$ cat config.mk
export PLATFORM = sky130hd
export DESIGN_NAME = morse_char_sched
export DESIGN_NICKNAME = d
export VERILOG_FILES = /design/src/rtl/morse_char_sched.sv
export SDC_FILE = /design/constraint.sdc
export NUM_CORES = 1
export LEC_CHECK = 0
export BUFFER_PORTS_ARGS = -buffer_cell sky130_fd_sc_hd__buf_2
export CAP_MARGIN = 15
export CORE_MARGIN = 2
export CORE_UTILIZATION = 45
export DETAILED_ROUTE_END_ITERATION = 6
export PLACE_DENSITY = 0.59
export SYNTH_ARGS = -nofsm -noshare
export SYNTH_HDL_FRONTEND = slang
export SYNTH_SLANG_ARGS = --single-unit
$ cat constraint.sdc
create_clock -name clk -period 7.6 [get_ports clk]
set_input_delay 0.38 -clock clk [delete_from_list [all_inputs] [get_ports clk]]
set_output_delay 0.38 -clock clk [all_outputs]
set_load 0.02 [all_outputs]
$ cat src/rtl/morse_char_sched.sv
// Morse character scheduler: ASCII FIFO with a valid/ready output register.
// Define MORSE_WORD_SPACE_EN to insert a space (8'h20) after a word-length key-up gap.
module morse_char_sched #(
  parameter int unsigned DEPTH      = 16,
  parameter int unsigned WORD_SPACE = 200000000,
  parameter int unsigned TIMER_W    = 32
) (
  input  logic                   clk,
  input  logic                   reset,
  input  logic                   morse_in,
  input  logic [7:0]             char_in,
  input  logic                   char_in_valid,
  output logic [7:0]             out_char,
  output logic                   out_valid,
  input  logic                   out_ready,
  output logic [$clog2(DEPTH):0] fifo_count,
  output logic                   overflow,
  input  logic                   clear_ovf
);

  localparam int unsigned PTR_W      = $clog2(DEPTH);
  localparam int unsigned CNT_W      = PTR_W + 1;
  localparam logic [7:0]  SPACE_CHAR = 8'h20;

  logic [7:0]       mem_q [DEPTH];
  logic [PTR_W-1:0] wr_ptr_q, wr_ptr_d, rd_ptr_q, rd_ptr_d;
  logic [CNT_W-1:0] count_q, count_d;
  logic [7:0]       out_char_q, out_char_d;
  logic             out_valid_q, out_valid_d;
  logic             ovf_q, ovf_d;

  logic       rd_en, can_write, wr_req, wr_acc;
  logic       space_req, space_clash;
  logic [7:0] wr_data;

  // A full FIFO still accepts a write when the head leaves on the same edge.
  assign rd_en     = (count_q != '0) && (!out_valid_q || out_ready);
  assign can_write = (count_q < CNT_W'(DEPTH)) || rd_en;
  assign wr_req    = char_in_valid || space_req;
  assign wr_acc    = wr_req && can_write;
  assign wr_data   = char_in_valid ? char_in : SPACE_CHAR;

`ifdef MORSE_WORD_SPACE_EN
  typedef enum logic [1:0] {
    GAP_IDLE,
    GAP_ARMED,
    GAP_PENDING
  } gap_state_e;

  gap_state_e         gap_q, gap_d;
  logic [TIMER_W-1:0] timer_q, timer_d;
  logic               at_gap;

  assign at_gap = (timer_q == TIMER_W'(WORD_SPACE));

  // Gap FSM: timer only runs while ARMED, so it never passes WORD_SPACE.
  always_comb begin
    gap_d       = gap_q;
    timer_d     = '0;
    space_req   = 1'b0;
    space_clash = 1'b0;
    unique case (gap_q)
      GAP_IDLE: begin
        if (char_in_valid && can_write) gap_d = GAP_ARMED;
      end
      GAP_ARMED: begin
        if (at_gap) begin
          if (char_in_valid) begin
            gap_d = GAP_PENDING;
          end else begin
            space_req = 1'b1;
            gap_d     = GAP_IDLE;
          end
        end else if (!morse_in) begin
          timer_d = timer_q + TIMER_W'(1);
        end
      end
      GAP_PENDING: begin
        if (char_in_valid) begin
          space_clash = 1'b1;
          gap_d       = GAP_ARMED;
        end else begin
          space_req = 1'b1;
          gap_d     = GAP_IDLE;
        end
      end
      default: gap_d = GAP_IDLE;
    endcase
  end

  always_ff @(posedge clk) begin
    if (reset) begin
      gap_q   <= GAP_IDLE;
      timer_q <= '0;
    end else begin
      gap_q   <= gap_d;
      timer_q <= timer_d;
    end
  end
`else
  logic unused_cfg;

  assign space_req   = 1'b0;
  assign space_clash = 1'b0;
  assign unused_cfg  = morse_in ^ (WORD_SPACE == 0) ^ (TIMER_W == 0);
`endif

  // FIFO pointers, occupancy, output register and sticky overflow.
  always_comb begin
    wr_ptr_d    = wr_ptr_q;
    rd_ptr_d    = rd_ptr_q;
    count_d     = count_q;
    out_char_d  = out_char_q;
    out_valid_d = out_valid_q;
    ovf_d       = ovf_q;
    if (wr_acc) wr_ptr_d = wr_ptr_q + PTR_W'(1);
    if (rd_en) begin
      rd_ptr_d    = rd_ptr_q + PTR_W'(1);
      out_char_d  = mem_q[rd_ptr_q];
      out_valid_d = 1'b1;
    end else if (out_ready) begin
      out_valid_d = 1'b0;
    end
    case ({wr_acc, rd_en})
      2'b10:   count_d = count_q + CNT_W'(1);
      2'b01:   count_d = count_q - CNT_W'(1);
      default: count_d = count_q;
    endcase
    if (clear_ovf) ovf_d = 1'b0;
    if ((wr_req && !wr_acc) || space_clash) ovf_d = 1'b1;
  end

  always_ff @(posedge clk) begin
    if (wr_acc) mem_q[wr_ptr_q] <= wr_data;
  end

  always_ff @(posedge clk) begin
    if (reset) begin
      wr_ptr_q    <= '0;
      rd_ptr_q    <= '0;
      count_q     <= '0;
      out_char_q  <= 8'h00;
      out_valid_q <= 1'b0;
      ovf_q       <= 1'b0;
    end else begin
      wr_ptr_q    <= wr_ptr_d;
      rd_ptr_q    <= rd_ptr_d;
      count_q     <= count_d;
      out_char_q  <= out_char_d;
      out_valid_q <= out_valid_d;
      ovf_q       <= ovf_d;
    end
  end

  assign out_char   = out_char_q;
  assign out_valid  = out_valid_q;
  assign fifo_count = count_q;
  assign overflow   = ovf_q;

endmodule

==> summary.txt <==
Worst setup path
  – Worst path top cell family by delay: adder cells
  – Critical-path cell list: or4_4, o21a_1, ha_1, fa_1, a21o_1, a21oi_1, mux2i_1, mux2_2
  – CP arrival: 3570 ps
  – CP startpoint kind: flop
  – CP bufs+invs: 0
  – Critical Path End Type: flop
  – R2R depth: 8
  – Critical setup path kind: reg2reg
  – Critical Path RT: 7900 ps
  – Slowest stage cell on the critical path: or4_4
  – Stages on worst setup path: 8
  – CP max FO: 20
  – CP peak stage delay: 590 ps

Synth
  – Cell count after synthesis: about 370
  – Number of flops mapped to enable cells by yosys: 128
  – Most frequent cell after synthesis: edfxtp_1
  – Warnings from Yosys: 0
  – Synth area leader: edfxtp_1
  – Async set-reset flop share out of synthesis: 0%
  – Syn Std Cell Area: a little over 0.006 mm^2
  – Syn avg cell area: 16.2 um^2
  – Commonest cells post-synth: edfxtp_1 (128), nor2_1 (42), mux2i_1 (35)
  – Register bit total from synthesis: 151
  – Unique cell type count in the Yosys netlist: 35
  – Syn nets: 397
  – Top-area cell type share of the netlist area: between 60% and 70%
  – Sequential-to-total area share from yosys stat: between 70 and 80%
  – Post-synth top flop: edfxtp_1
  – Synth top area cells: edfxtp_1 (64%), dfxtp_1 (7.6%), mux4_2 (6.0%)

Floorplan
  – Die area: ~0.014 mm^2
  – Die W: 120 um
  – Die Y: about 120 um
  – Initial core utilization: 45.9%
  – Boundary Pins: 29
  – Core Region: 0.0132 mm^2
  – Cell row count: 42

Timing
  – Fmax: 0.305 GHz
  – Final Skew: 8.95 ps
  – Final setup fails: 0
  – Slew HR: 44.4%
  – Setup TNS: 0 ps
  – Final Cycle Share: 43.1%
  – Setup WS post-layout: 4320 ps
  – Final Hold Viols: 0
  – Unrepaired setup endpoints after global routing: no
  – Final Max Tran Viols: 0
  – Final min period: 3280 ps
  – Worst Max-Slew Pin Slew: 832 ps

Outcome
  – Run status: finished clean

Clock tree
  – Clk sinks: 151
  – Post-CTS Resized: 0
  – H-tree depth: 4
  – Post-CTS setup buffers: 0
  – Clk slew on worst S/H paths: 60 ps
  – Later-pin clock latency in the skew report: between 400 and 500 ps
  – CTS tree: done
  – Clk Tree Root Cell: clkbuf_16
  – CTS Hold Buffers Added: 0
  – CTS Buf Count: 17
  – CTS Buffer Depth: 2

Placed design
  – Input/output buffers: 27
  – Final HPWL from detailed placement: between 7000 and 8000 um
  – Pre-CTS setup slack: 4340 ps
  – Placed cell count: ~560
  – Placed Area: 0.00634 mm^2
  – RePlAce Congestion: about 0.73

Detailed routing
  – Post-DR vias/cell: 5.37
  – DRT iter0 DRCs: 280
  – Vias: ~3.2k
  – Post-route ant nets: 0
  – # DRC: 0
  – TritonRoute pass-1 iters: 4
  – Final WL: 11900 um
  – WL per Instance: between 20 and 25 um

Layout
  – Layout cell share with drive strength beyond 1: 19.5%
  – Non-Filler Instances: 591
  – Post-route cell area: 0.00688 mm^2
  – Final #Nets: 426
  – Area Growth Syn to Fin: 13.8%
  – # diodes: 0

Global route
  – Initial antenna violation count: 0
  – First-pass GRT wire length: 18300 um
  – Vias in the first global route: 3201
  – All-Layer GR Usage: 17.7%
  – Grt total ovfl: 0
  – Largest net degree at the start of global routing: 51

Pwr
  – Max rail drop VDD: 0.172 mV
  – Pwr dens: 319 mW/mm^2
  – Leakage power: 0.00228 uW
  – Switch Pwr: 618 uW
  – Sequential power share: 44.7%
  – Pint: 1580 uW
  – Clock network power share: between 30 and 40%
  – Combinational share of power: between 20% and 30%
  – Net Sw Frac: between 20% and 30%

Job
  – Max Cap Viol: 0

Worst hold path
  – Hold Crit Depth: 3
  – Worst hold path class: in2reg
==> through the flow <==
| step | util (%) | total power [uW] | hold slack [ps] |
|---|---|---|---|
| 6_report | 52.2 | 2190 | 239 |
| 5_1_grt | 52.2 | 2300 | 237 |
| 4_1_cts | 52.2 | 2210 | 226 |
| 3_5_place_dp | 48.1 | 1460 | 463 |
| 3_3_place_gp | 48.1 | 1450 | 451 |
| 2_1_floorplan | - | 1350 | 477 |
==> worst min-delay path, stage by stage <==
cell      delay, ps
buf_2            70
nand2b_1         90
a21oi_1          50
==> per-layer routing <==
metal  wire length (um)  share of wire [%]  up-vias  GRT usage [%]
li1                   -                  -     1500              -
met1               5400                 46     1592           25.0
met2               5680                 48       73           27.4
met3                640                5.4       11           4.04
met4                127                1.1        0           5.81
met5                  0                  0        -              0
==> sequential cells by signal, summed over array words and instances (netlist names) <==
name and count:
wr_ptr_q 4, rd_ptr_q 4, out_valid 1, overflow 1
out_char 8, fifo_count 5, mem_q 128
==> power groups by stage <==
stage,sequential (uW),combinational (uW),clock (uW)
after detailed placement,998,458,0
after floorplan,1020,327,0
after global routing,987,503,805
after global placement,996,452,0
after CTS,981,462,772
final,981,455,759
==> path summary, 6_finish.rpt <==
check	startpoint	to	slack (ps)
max	fifo_count[0]	fifo_count[4]	4320
min	clear_ovf	overflow	240
max reg2reg	fifo_count[0]	fifo_count[4]	4320
min reg2reg	overflow	overflow	470
==> cell usage in the layout (no fill, tap or decap), types with 2 or more instances in the layout <==
cell / instances
edfxtp_1: 128
nor2_1: 42
mux2i_1: 35
buf_2: 28
dfxtp_1: 22
clkbuf_16: 17
mux4_2: 16
o22ai_1: 16
ha_1: 9
and2_1: 8
a22oi_1: 8
a311oi_1: 8
nand2_1: 6
xor2_1: 6
a21oi_1: 6
nand2b_1: 5
clkinv_2: 5
buf_4: 5
nand3b_1: 4
nor3_1: 4
nor2b_1: 4
inv_1: 3
nand3_1: 3
xnor2_1: 3
clkinv_4: 3
clkinvlp_4: 3
o211ai_1: 2
a21o_1: 2
and3_1: 2
clkinv_1: 2
==> cells by family (layout without fill, tap and decap cells) <==
family	count (synthesis)	in the layout	synth area share, %
AO/OA/AOI/OAI	44	44	5.05
buffers and inverters	26	68	1.94
AND/OR/NAND/NOR	81	81	6.45
adder cells (fa/ha/maj)	10	10	2.19
XOR/XNOR	9	9	1.30
multiplexers	52	52	11.9
flip-flops	151	151	71.1
==> layout make-up <==
cell class                 instances  area [um^2]
clock buffer                      18          429
multi-input combinational        196         1630
fill                            1084         6310
sequential                       151         4310
timing repair buffer              33          178
clock inverter                    14          111
tap                              176          220
inverter                           3         11.3
Note: power is estimated with default switching activity, not from simulation.
